`src/rtl/key_loader_pkg.sv`:
```
// Shared definitions for the serial key loader that feeds a locked core's key port.
// Holds default widths, the loader state encoding and the parity sense.
package key_loader_pkg;

    localparam int   KEY_W_DEF    = 8;
    localparam int   MAX_FAIL_DEF = 3;
    localparam logic PARITY_EVEN  = 1'b0;

    typedef enum logic [1:0] {
        ST_IDLE    = 2'd0,
        ST_SHIFT   = 2'd1,
        ST_CHECK   = 2'd2,
        ST_LOCKOUT = 2'd3
    } key_ld_state_t;

endpackage : key_loader_pkg

```
`src/rtl/key_loader.sv`:
```
// Serial key loader: shifts in an LSB-first key plus even parity and commits it
// to the locked core only on a parity pass; repeated failures latch a tamper lockout.
module key_loader
    import key_loader_pkg::*;
#(
    parameter int KEY_W    = KEY_W_DEF,
    parameter int MAX_FAIL = MAX_FAIL_DEF
) (
    input  logic             i_clk,
    input  logic             i_rst,
    input  logic             i_load_start,
    input  logic             i_key_bit,
    input  logic             i_key_bit_vld,
    output logic [KEY_W-1:0] o_key,
    output logic             o_key_valid,
    output logic             o_load_busy,
    output logic             o_load_err,
    output logic             o_lockout
);

    localparam int CNT_W  = $clog2(KEY_W + 1);
    localparam int FAIL_W = $clog2(MAX_FAIL + 1);

    key_ld_state_t     r_state;
    key_ld_state_t     w_next_state;
    logic [KEY_W-1:0]  r_shreg;
    logic [CNT_W-1:0]  r_cnt;
    logic              r_pbit;
    logic [FAIL_W-1:0] r_fail_cnt;
    logic [KEY_W-1:0]  r_key;
    logic              r_key_valid;
    logic              r_load_err;
    logic              r_lockout;
    logic              w_pass;
    logic              w_last_fail;
    logic              w_cnt_full;

    // Next-state decode and parity verdict for the CHECK cycle
    always_comb begin
        w_next_state = r_state;
        w_pass       = ((^r_shreg) ^ r_pbit) == PARITY_EVEN;
        w_last_fail  = (r_fail_cnt >= FAIL_W'(MAX_FAIL - 1));
        w_cnt_full   = (r_cnt == CNT_W'(KEY_W));
        case (r_state)
            ST_IDLE: begin
                if (i_load_start) begin
                    w_next_state = ST_SHIFT;
                end else begin
                    w_next_state = ST_IDLE;
                end
            end
            ST_SHIFT: begin
                if (i_key_bit_vld && w_cnt_full) begin
                    w_next_state = ST_CHECK;
                end else begin
                    w_next_state = ST_SHIFT;
                end
            end
            ST_CHECK: begin
                if (w_pass) begin
                    w_next_state = ST_IDLE;
                end else if (w_last_fail) begin
                    w_next_state = ST_LOCKOUT;
                end else begin
                    w_next_state = ST_IDLE;
                end
            end
            ST_LOCKOUT: begin
                w_next_state = ST_LOCKOUT;
            end
            default: begin
                w_next_state = ST_IDLE;
            end
        endcase
    end

    // State register, shift register, bit/fail counters and registered outputs
    always_ff @(posedge i_clk) begin
        if (i_rst) begin
            r_state     <= ST_IDLE;
            r_shreg     <= '0;
            r_cnt       <= '0;
            r_pbit      <= 1'b0;
            r_fail_cnt  <= '0;
            r_key       <= '0;
            r_key_valid <= 1'b0;
            r_load_err  <= 1'b0;
            r_lockout   <= 1'b0;
        end else begin
            r_state    <= w_next_state;
            r_load_err <= 1'b0;
            case (r_state)
                ST_IDLE: begin
                    // Drop the old key the moment a new load begins
                    if (i_load_start) begin
                        r_cnt       <= '0;
                        r_shreg     <= '0;
                        r_key       <= '0;
                        r_key_valid <= 1'b0;
                    end
                end
                ST_SHIFT: begin
                    if (i_key_bit_vld) begin
                        if (w_cnt_full) begin
                            r_pbit <= i_key_bit;
                        end else begin
                            // LSB arrives first, so it ends up at bit 0 after KEY_W shifts
                            r_shreg <= {i_key_bit, r_shreg[KEY_W-1:1]};
                            r_cnt   <= r_cnt + CNT_W'(1);
                        end
                    end
                end
                ST_CHECK: begin
                    if (w_pass) begin
                        r_key       <= r_shreg;
                        r_key_valid <= 1'b1;
                        r_fail_cnt  <= '0;
                    end else begin
                        r_load_err <= 1'b1;
                        if (r_fail_cnt != FAIL_W'(MAX_FAIL)) begin
                            r_fail_cnt <= r_fail_cnt + FAIL_W'(1);
                        end
                        if (w_last_fail) begin
                            r_lockout   <= 1'b1;
                            r_key       <= '0;
                            r_key_valid <= 1'b0;
                        end
                    end
                end
                ST_LOCKOUT: begin
                    r_lockout   <= 1'b1;
                    r_key       <= '0;
                    r_key_valid <= 1'b0;
                end
                default: begin
                    r_key       <= '0;
                    r_key_valid <= 1'b0;
                end
            endcase
        end
    end

    assign o_key       = r_key;
    assign o_key_valid = r_key_valid;
    assign o_load_err  = r_load_err;
    assign o_lockout   = r_lockout;
    assign o_load_busy = (r_state == ST_SHIFT) || (r_state == ST_CHECK);

endmodule : key_loader

```
`config.mk`:
```
export PLATFORM = sky130hd
export DESIGN_NAME = key_loader
export DESIGN_NICKNAME = d
export VERILOG_FILES = /design/src/rtl/key_loader_pkg.sv /design/src/rtl/key_loader.sv
export SDC_FILE = /design/constraint.sdc
export NUM_CORES = 1
export LEC_CHECK = 0
export BUFFER_PORTS_ARGS = -buffer_cell sky130_fd_sc_hd__buf_2
export CAP_MARGIN = 20
export CORE_MARGIN = 1
export CORE_UTILIZATION = 55
export DETAILED_ROUTE_END_ITERATION = 10
export PLACE_DENSITY = 0.76
export SYNTH_ARGS = -nofsm -noshare
export SYNTH_HDL_FRONTEND = slang
export SYNTH_SLANG_ARGS = --single-unit
```
`constraint.sdc`:
```
create_clock -name i_clk -period 4.2 [get_ports i_clk]
set_input_delay 0.84 -clock i_clk [delete_from_list [all_inputs] [get_ports i_clk]]
set_output_delay 0.84 -clock i_clk [all_outputs]
set_load 0.01 [all_outputs]
```
# Word level (Yosys, flattened, before mapping)
# Cells that the tools add are included.
# word_totals
out_inout_bits	12
input_bits	5
reg_bits	28
# classes
mux	26
reduce_logical	13
n_addsub	2
magnitude_cmp	1
n_eq_ne	12
bitwise_logic	2
# ops
op	count
8-bit 2-to-1 mux	5
8-bit one-hot mux with 3 select lines	1
8-bit one-hot mux with 2 select lines	1
4-bit 2-to-1 mux	3
2-bit inequality test (second input constant)	6
2-bit 2-to-1 mux	5
3-bit AND reduction	3
2-bit one-hot mux with 4 select lines	1
4-bit one-hot mux with 2 select lines	1
8-bit parity	1
1-bit 2-to-1 mux	7
4-bit by 1-bit adder with 4-bit output (second input constant)	1
2-bit equality test (second input constant)	2
4-bit equality test (second input constant)	1
4-bit AND reduction	1
2-bit nonzero test	2
3-bit inequality test (second input constant)	1
1-bit one-hot mux with 3 select lines	1
3-bit nonzero test	1
2-bit by 1-bit adder with 2-bit output (second input constant)	1
2-bit by 1-bit equality test with 1-bit output (second input constant)	1
2-bit greater-or-equal comparator (second input constant)	1
2-bit zero test	1
2-bit by 1-bit inequality test with 1-bit output (second input constant)	1
other kinds (7)	7

# Logic depth before layout (Yosys ltp)
# Gate-level depths: netlist of the first run.
# depth
word_depth	4
depth_mapped	8

# Worst setup path after synthesis of the first run
# No wires, ideal clock.
# synth_path
path_kind	input-to-reg
from	input port i_load_start
to	register r_shreg[0]
slack_ns	2.268
path_stages	6
setup_time_ns	0.070
required_time_ns	4.130
arrival_time_ns	1.862
n_path_buf	1
cell_sequence	nand2b_1 > o21ai_0 > clkbuf_1 > nor2_1 > nand3_1 > a21oi_1
# synth_between
elab_chain_len	2
# synth_lines
item	line_no	source
start, declared	key_loader.sv:11	input logic i_load_start,
2-bit inequality test (no line)	-	
4-bit AND reduction (no line)	-	
end signal, assigned	key_loader.sv:108	r_shreg <= {i_key_bit, r_shreg[KEY_W-1:1]};
end, declared	key_loader.sv:26	logic [KEY_W-1:0] r_shreg;
# Every way passes these cells.
# A chain may end at the register's enable or synchronous reset.

# Final worst setup path of the first run
# layout_path
from	register r_state[1]
to	register r_cnt[0]
# layout_between
elab_chain_len	3
word_cells_on_any_way	8
cone_classes	4 x eq/ne; 1 x mux; 3 x reduce/logical
# layout_lines
item	line_no	source
start, declared	key_loader.sv:24	key_ld_state_t r_state;
start signal, assigned	key_loader.sv:90	r_state <= w_next_state;
2-bit by 1-bit equality test with 1-bit output or 2-bit zero test (tied branches)	key_loader.sv:92	case (r_state)
2-bit inequality test (no line) or 2-bit nonzero test (tied branches)	-	
4-bit AND reduction (no line)	-	
end signal, assigned	key_loader.sv:109	r_cnt <= r_cnt + CNT_W'(1);
end, declared	key_loader.sv:27	logic [CNT_W-1:0] r_cnt;
# Parallel ways exist; a longest one is shown, timed or not.

==> flow_summary.yaml, run 1 <==
yosys:
  async_reset_ff_frac: 0
  ys_types: 32
  netlist_area_um2: 1300
  synth_top_area_frac: 0.430
  synth_edf_count: 0
  ys_warn_count: 0
  ys_ff_latch: 28
  synth.avg_cell_area_um2: 9.44
  ys_seq_area_frac: 0.430
  ys_top_cells_by_area: "dfxtp_1 (43%), ha_1 (7.7%), a22o_1 (5.4%), a21oi_1 (5.0%), nand3_1 (4.2%)"
  synth_top_area_cell: "dfxtp_1"
  synth_fp_nets: 151
  syn_inst: 138
  synthFlopType: "dfxtp_1"
cts:
  cts.sinks: 28
  ctsHtreeMaxLevel: 1
  clk_pin_slew_ns: 0.14
  cts_root_buf: "clkbuf_4"
  clk-insertion-delay-late_ns: 0.33
  post_cts_buffers: 0
  clk_path_buf_depth: 2
  cts_buffers: 3
  cts_tree: "built"
  holdBufCountCts: 0
  ctsResizeCount: 0
pwr:
  leakagePower_nw: 0.584
  ir_worst_vdd_v: 0.000256
  pwr_density_cell_nw_per_um2: 330
routing:
  wire_per_inst_um: 13.0
  wl_mm: 2.35
  drtAntennaViolNets: 0
  vias: 1062
  via_per_inst: 5.87
  drt_iter0_drc: 20
  firstDrtPassIters: 5
  drc_errors: 0
timing:
  max_freq_ghz: 0.379
  hold_slack_ns: 0.488
  rsz0062_at_grt: "no"
  finalSetupViolations: 0
  slew_headroom: 0.258
  fin_crit_ns: 2.64
  finalSetupTns_ns: 0
  final_max_slew_viol_count: 0
  finalCritPeriodShare: 0.628
  fin_skew_ns: 0.00653
  hold_viol: 0
  worstMarginPinSlew_ns: 1.10
critical_path:
  reg2reg_from: "r_state[1]"
  critPathLaunchType: "register"
  cp_cell_sequence: "inv_1 -> ha_1 -> a21boi_0 -> nor2_1 -> a221oi_1"
  cp_slowest_stage_delay_ns: 0.93
  reg2regPathDepth: 5
  ff2ff_setup_slack_ns: 1.56
  crit_end: "r_cnt[0]"
  worstSetupStartpoint: "r_state[1]"
  crit_type: "reg -> reg"
  crit_fanout: 16
  critPathSlowestCell: "a21boi_0"
  end_kind: "register"
  reg2reg_to: "r_cnt[0]"
  crit_arrival_ns: 2.89
  crit_required_ns: 4.45
global_route:
  grt_overflow: 0
  grt_pass1_vias: 902
  grt_max_degree: 22
  antenna_found_initial: 0
  grt_pass1_wl_mm: 3.87
  grt.total_usage: 0.204
finish:
  num-nets-final: 167
  drive_above_1_share: 0.170
  fin_util: 0.656
  multi_input_area_um2: 697
  ff_latch_area_um2: 561
  n_antenna_cell: 0
  n_fill_cell: 192
  area_growth_pct: 11.4
floorplan:
  core_um2: 2210
  initial_utilization: 0.589
  dieArea_um2: 2570
  core.rowCount: 17
  die_x_um: 50.7
  die-height_um: 50.7
  num_io_pins: 17
place:
  io_buffers: 16
  gp_congestion: 0.883
  hpwl_mm: 1.70
run_status:
  outcome: "complete, no violations"
worst_hold_path:
  min_path_type: "reg -> reg"
job:
  maxCapViolCount: 0
[synthesized netlist by cell type (all sizes together) (2+ instances only)]
cell type and number:
nand3 11, nor3 3, clkbuf 4, nand4 2, nand2 7, dfxtp 28
a22o 8, inv 7, nor2 9, a21oi 13, xnor2 7, o21ai 11
ha 8, a211oi 4
[per-stage QoR]
stage | setup WS [ns] | cells | power, mW | cell area, µm²
5_1_grt | 1.27 | 181 | 0.498 | 1450
2_1_floorplan | 2.27 | 138 | 0.303 | 1300
6_report | 1.56 | 181 | 0.479 | 1450
3_5_place_dp | 1.65 | 177 | 0.312 | 1400
4_1_cts | 1.63 | 181 | 0.485 | 1450
3_3_place_gp | 1.70 | 177 | 0.311 | 1400
[registers in the layout, indices dropped and copies added (netlist names)]
name / count
r_cnt: 4
r_shreg: 8
o_lockout: 1
o_key: 8
o_load_err: 1
r_state: 2
r_pbit: 1
o_key_valid: 1
r_fail_cnt: 2
[how the worst min path moves through the flow]
stage                        start  endpoint  slack [ns]  depth (start not counted)
after floorplan           r_cnt[1]  r_cnt[1]        0.48                          2
after global placement    o_key[3]  o_key[3]        0.45                          1
after detailed placement  o_key[5]  o_key[5]        0.45                          1
after CTS                 o_key[7]  o_key[7]        0.49                          1
after global routing      o_key[0]  o_key[0]        0.51                          1
final                     o_key[3]  o_key[3]        0.49                          1
[cell families after synthesis]
kind of cell             after synthesis  share of synthesized area
AO/OA/AOI/OAI                         41                      0.212
buffers and inverters                 12                     0.0346
multiplexers                           1                    0.00769
AND/OR/NAND/NOR                       39                      0.155
flip-flops                            28                      0.430
adder cells (fa/ha/maj)                8                     0.0769
XOR/XNOR                               9                     0.0836
[cell usage in the layout, fill, tap and decap left out, types with 2 or more instances in the layout]
| cell | count |
|---|---|
| a21oi_1 | 13 |
| ha_1 | 8 |
| a22o_1 | 8 |
| nand3_1 | 11 |
| nor2_1 | 9 |
| inv_1 | 7 |
| xnor2_1 | 5 |
| buf_2 | 16 |
| nand4_1 | 2 |
| dfxtp_1 | 28 |
| xnor2_2 | 2 |
| o21ai_0 | 11 |
| a211oi_1 | 4 |
| clkbuf_4 | 3 |
| nand2_1 | 7 |
| nor3_1 | 2 |
[worst max-delay path: cells and delay by family (launching register included)]
kind / cells / cell delay, ns
compound gates: 2 / 1.28
fa+ha+maj: 1 / 0.49
simple gates: 1 / 0.37
flops: 1 / 0.35
buf+inv: 1 / 0.08
[power breakdown]
group | leakage (nW) | total, mW | switching [mW] | internal, mW
combinational | 0.330 | 0.0376 | 0.0272 | 0.0104
clock | 0.0279 | 0.172 | 0.0757 | 0.0966
sequential | 0.226 | 0.269 | 0.00163 | 0.267
[final cells by class]
type                    instances  share of cell area
clock buffers                   3              0.0155
clock inverters                 1              0.0207
inverters                       7              0.0181
multi-input cells              98               0.480
flip-flops and latches         28               0.386
well taps                      28              0.0241
repair buffers                 16              0.0552
[layer usage]
layer,track usage,wire length [µm],up-vias
li1,-,-,530
met1,0.245,1050,496
met2,0.329,1120,28
met3,0.0636,96,8
met4,0.0972,82,0
met5,0,0,-
Note: power is estimated with default switching activity, not from simulation.
==> run 2: changes to the inputs <==
- clock period: 4.2 -> 2.6 ns (I/O delays scaled with it)
==> run 2 against run 1 <==
Against the previous run:
- setup slack lost 1.1 ns
- critical path type unchanged
- utilization grew 0.62 points
- critical endpoint is now o_key[1]
- cell count grew 2.2%
- register-to-register slack lost 1.1 ns
==> flow_summary.yaml, run 2 (same netlist as run 1, synthesis figures left out) <==
run_status:
  outcome: "complete, no violations"
pwr:
  ir_worst_vdd_v: 0.000349
  leakagePower_nw: 0.597
  pwr_density_cell_nw_per_um2: 496
global_route:
  antenna_found_initial: 0
  grt_pass1_wl_mm: 4.31
  grt_pass1_vias: 974
  grt.total_usage: 0.227
  grt_overflow: 0
  grt_max_degree: 22
floorplan:
  core_um2: 2210
  initial_utilization: 0.589
  die-height_um: 50.7
  die_x_um: 50.7
  num_io_pins: 17
  core.rowCount: 17
  dieArea_um2: 2570
cts:
  post_cts_buffers: 0
  cts_root_buf: "clkbuf_4"
  ctsHtreeMaxLevel: 1
  holdBufCountCts: 0
  cts_tree: "built"
  clk-insertion-delay-late_ns: 0.34
  clk_pin_slew_ns: 0.15
  clk_path_buf_depth: 2
  ctsResizeCount: 0
  cts_buffers: 3
  cts.sinks: 28
timing:
  rsz0062_at_grt: "no"
  slew_headroom: 0.600
  max_freq_ghz: 0.477
  fin_skew_ns: 0.00436
  hold_viol: 0
  worstMarginPinSlew_ns: 0.597
  finalSetupTns_ns: 0
  final_max_slew_viol_count: 0
  finalSetupViolations: 0
  finalCritPeriodShare: 0.807
  hold_slack_ns: 0.445
  fin_crit_ns: 2.10
critical_path:
  critPathLaunchType: "register"
  crit_type: "reg -> reg"
  end_kind: "register"
  crit_required_ns: 2.89
  crit_arrival_ns: 2.39
  crit_fanout: 9
finish:
  area_growth_pct: 12.5
  n_antenna_cell: 0
  n_fill_cell: 199
  ff_latch_area_um2: 561
  layout_commonest_cell: "dfxtp_1"
  drive_above_1_share: 0.191
  num-nets-final: 171
  multi_input_area_um2: 697
  mostFrequentLayoutCells: "dfxtp_1 (28), buf_2 (16), a21oi_1 (13)"
routing:
  firstDrtPassIters: 4
  via_per_inst: 5.77
  drtAntennaViolNets: 0
  vias: 1068
  wl_mm: 2.69
  wire_per_inst_um: 14.5
  drt_iter0_drc: 13
  drc_errors: 0
worst_hold_path:
  min_path_type: "in -> reg"
place:
  io_buffers: 16
  gp_congestion: 0.804
  hpwl_mm: 1.91
job:
  maxCapViolCount: 0
## run 2: cell count changes in the layout (fill, tap and decap cells not counted)
| cell | change |
|---|---|
| buf_4 | +4 |
| clkbuf_8 | +1 |
| bufinv_16 | -1 |
## run 2: worst max-delay path, stage by stage, from the launching register on
cell and delay, ns:
dfxtp_1 0.42, xor2_1 0.18, xnor3_2 0.49, xnor2_2 0.20, nor3_2 0.52, a22o_1 0.24
## run 2: stage by stage
| step | power, mW | instances | setup slack [ns] | area [µm²] | util |
|---|---|---|---|---|---|
| floorplan | 0.490 | 138 | 0.794 | 1300 | - |
| global placement | 0.515 | 181 | 0.663 | 1430 | 0.646 |
| detailed placement | 0.517 | 181 | 0.537 | 1430 | 0.646 |
| CTS | 0.727 | 185 | 0.484 | 1470 | 0.662 |
| global route | 0.748 | 185 | 0.379 | 1470 | 0.662 |
| finish | 0.727 | 185 | 0.503 | 1470 | 0.662 |
## run 2: final cells by class
cell class,count,area share
Timing Repair Buffer,20,0.0751
Inverter,7,0.0179
Multi-Input combinational cell,98,0.476
Sequential cell,28,0.383
Clock buffer,4,0.0248
Tap cell,28,0.0239
## run 2: path summary, 6_finish.rpt
path | end | slack [ns] | start | depth (start not counted)
max | o_key[1] | 0.50 | r_shreg[3] | 5
min | r_shreg[7] | 0.45 | i_key_bit | 3
min reg2reg | o_key[2] | 0.49 | o_key[2] | 1
max reg2reg | o_key[1] | 0.50 | r_shreg[3] | 5
## run 2: metal layers
| layer | vias to the layer above | share of wire | GRT usage |
|---|---|---|---|
| li1 | 536 | - | - |
| met1 | 504 | 0.45 | 0.276 |
| met2 | 24 | 0.50 | 0.384 |
| met3 | 4 | 0.029 | 0.0333 |
| met4 | 0 | 0.020 | 0.120 |
| met5 | - | 0 | 0 |
## run 2: power breakdown
part	switching [mW]	total [mW]	internal (mW)
clock network	0.132	0.218	0.0859
registers	0.00270	0.435	0.432
logic	0.0490	0.0742	0.0252
==> run 3: changes to the inputs <==
- ABC_AREA: default -> 1
- CORE_UTILIZATION: 55 -> 51
- PLACE_DENSITY: 0.76 -> 0.74
- clock period: 2.6 -> 1.9 ns (I/O delays scaled with it)
==> run 3 against run 2 <==
Against the previous run:
- die area increased by 16%
- highest routed layer unchanged
- design area increased by 6.7%
- setup slack got worse by 0.34 ns
- clock skew decreased by 0.00084 ns
- count of clock-buffer cells in the layout shrank 1
- flip-flop and latch count unchanged
==> flow_summary.yaml, run 3 <==
yosys:
  synth_top_area_cell: "dfxtp_1"
  ys_types: 26
  synth_top_area_frac: 0.398
  synth.avg_cell_area_um2: 7.42
  ys_warn_count: 0
  ys_seq_area_frac: 0.398
  synthFlopType: "dfxtp_1"
  synth_edf_count: 0
  syn_inst: 190
  netlist_area_um2: 1410
  synth.most_common_cell: "nand2_1"
  ys_ff_latch: 28
  ys_top_cells_by_count: "nand2_1 (38), dfxtp_1 (28), a21oi_1 (26), inv_1 (25), nand3_1 (18)"
  ys_top_cells_by_area: "dfxtp_1 (40%), nand2_1 (10%), a21oi_1 (9.2%), ha_1 (7.1%), inv_1 (6.7%)"
  synth_fp_nets: 203
  async_reset_ff_frac: 0
finish:
  fin_cells: 237
  n_antenna_cell: 0
  layout_commonest_cell: "nand2_1"
  area_growth_pct: 10.8
  mostFrequentLayoutCells: "nand2_1 (38), dfxtp_1 (28), a21oi_1 (26)"
  num-nets-final: 221
  stdcell_area_um2: 1560
  n_fill_cell: 246
  drive_above_1_share: 0.164
critical_path:
  crit_fanout: 17
  ff2ff_setup_slack_ns: 0.16
  end_kind: "register"
  cp_slowest_stage_delay_ns: 0.39
  crit_arrival_ns: 1.98
  crit_required_ns: 2.14
  critPathLaunchType: "register"
  cp_top_family: "simple AND/OR/NAND/NOR gates"
  cp_common_cell: "inv_1"
  critPathSlowestCell: "dfxtp_1"
  crit_type: "reg -> reg"
  critical_path_buf_inv_count: 4
  cp_cell_sequence: "inv_1 -> ha_1 -> inv_1 -> or2_4 -> inv_2 -> nor2_2 -> nand2_1 -> nand2_4 -> clkinv_4 -> a211oi_1"
routing:
  firstDrtPassIters: 4
  wl_mm: 2.75
  drtAntennaViolNets: 0
  drc_errors: 0
  vias: 1252
  via_per_inst: 5.28
  drt_iter0_drc: 24
  wire_per_inst_um: 11.6
global_route:
  grt_pass1_vias: 1162
  grt_overflow: 0
  grt_max_degree: 18
  antenna_found_initial: 0
  grt.total_usage: 0.212
  grt_pass1_wl_mm: 4.59
cts:
  cts_buffers: 3
  clk-insertion-delay-late_ns: 0.32
  post_cts_buffers: 0
  cts_root_buf: "clkbuf_4"
  clk_pin_slew_ns: 0.15
  cts_tree: "built"
  clk_path_buf_depth: 2
  ctsResizeCount: 0
  cts.sinks: 28
  holdBufCountCts: 0
  ctsHtreeMaxLevel: 1
pwr:
  ir_worst_vdd_v: 0.000603
  leakagePower_nw: 0.716
  pwr_density_cell_nw_per_um2: 828
  p_total_mw: 1.29
timing:
  final_max_slew_viol_count: 0
  hold_viol: 0
  rsz0062_at_grt: "no"
  slew_headroom: 0.833
  fin_crit_ns: 1.74
  hold_slack_ns: 0.312
  fin_skew_ns: 0.00352
  max_freq_ghz: 0.575
  finalCritPeriodShare: 0.916
  worstMarginPinSlew_ns: 0.251
  finalSetupTns_ns: 0
  finalSetupViolations: 0
floorplan:
  num_io_pins: 17
  die-height_um: 54.6
  core.rowCount: 18
  dieArea_um2: 2980
  core_um2: 2540
  initial_utilization: 0.554
  die_x_um: 54.6
place:
  io_buffers: 16
  dp_cells: 233
  place_area_um2: 1510
  hpwl_mm: 2.14
  gp_congestion: 0.828
job:
  maxCapViolCount: 0
worst_hold_path:
  min_path_type: "in -> reg"
run_status:
  outcome: "complete, no violations"
[run 3: metrics by stage]
stage	utilization	worst slack [ns]
2_1_floorplan	-	0.298
3_3_place_gp	0.593	0.291
3_5_place_dp	0.593	0.195
4_1_cts	0.614	0.164
5_1_grt	0.614	0.0257
6_report	0.614	0.160
[run 3: cell type report]
cell class | count | area, µm² | area share
Multi-Input combinational cell | 129 | 703 | 0.450
Sequential cell | 28 | 561 | 0.359
Inverter | 27 | 106 | 0.0681
Timing Repair Buffer | 19 | 103 | 0.0657
Tap cell | 30 | 37.5 | 0.0240
Clock inverter | 1 | 30.0 | 0.0192
Clock buffer | 3 | 22.5 | 0.0144
[run 3: final timing paths]
kind,from,to,cells after the start
setup / recovery,r_state[0],r_shreg[0],10
hold / removal,i_key_bit,r_shreg[7],3
setup reg to reg,r_state[0],r_shreg[0],10
hold reg to reg,o_key[1],o_key[1],2
[run 3: kinds of logic (layout without fill, tap and decap cells)]
group | after synthesis | in the layout | synth area share
flops | 28 | 28 | 0.398
simple gates | 81 | 81 | 0.263
xor+xnor | 1 | 1 | 0.00621
buf+inv | 33 | 50 | 0.104
compound gates | 39 | 39 | 0.159
fa+ha+maj | 8 | 8 | 0.0710
[run 3: worst reg2reg max path: stages (launching register included)]
cell and delay (ns):
dfxtp_1 0.39, inv_1 0.07, ha_1 0.23, inv_1 0.06, or2_4 0.11, inv_2 0.04
nor2_2 0.11, nand2_1 0.11, nand2_4 0.12, clkinv_4 0.13, a211oi_1 0.28
[run 3: per-layer routing]
| metal | up-vias | GRT usage | routed length [µm] |
|---|---|---|---|
| met5 | - | 0 | 0 |
| met4 | 0 | 0.0769 | 15 |
| met3 | 2 | 0.0250 | 82 |
| met2 | 24 | 0.388 | 1320 |
| met1 | 569 | 0.249 | 1320 |
| li1 | 657 | - | - |
[run 3: where the power goes]
group / switching (mW) / internal, mW / leakage, nW
Clock: 0.170 / 0.213 / 0.0279
Combinational: 0.183 / 0.0830 / 0.460
Sequential: 0.0304 / 0.614 / 0.227
Total: 0.383 / 0.910 / 0.716
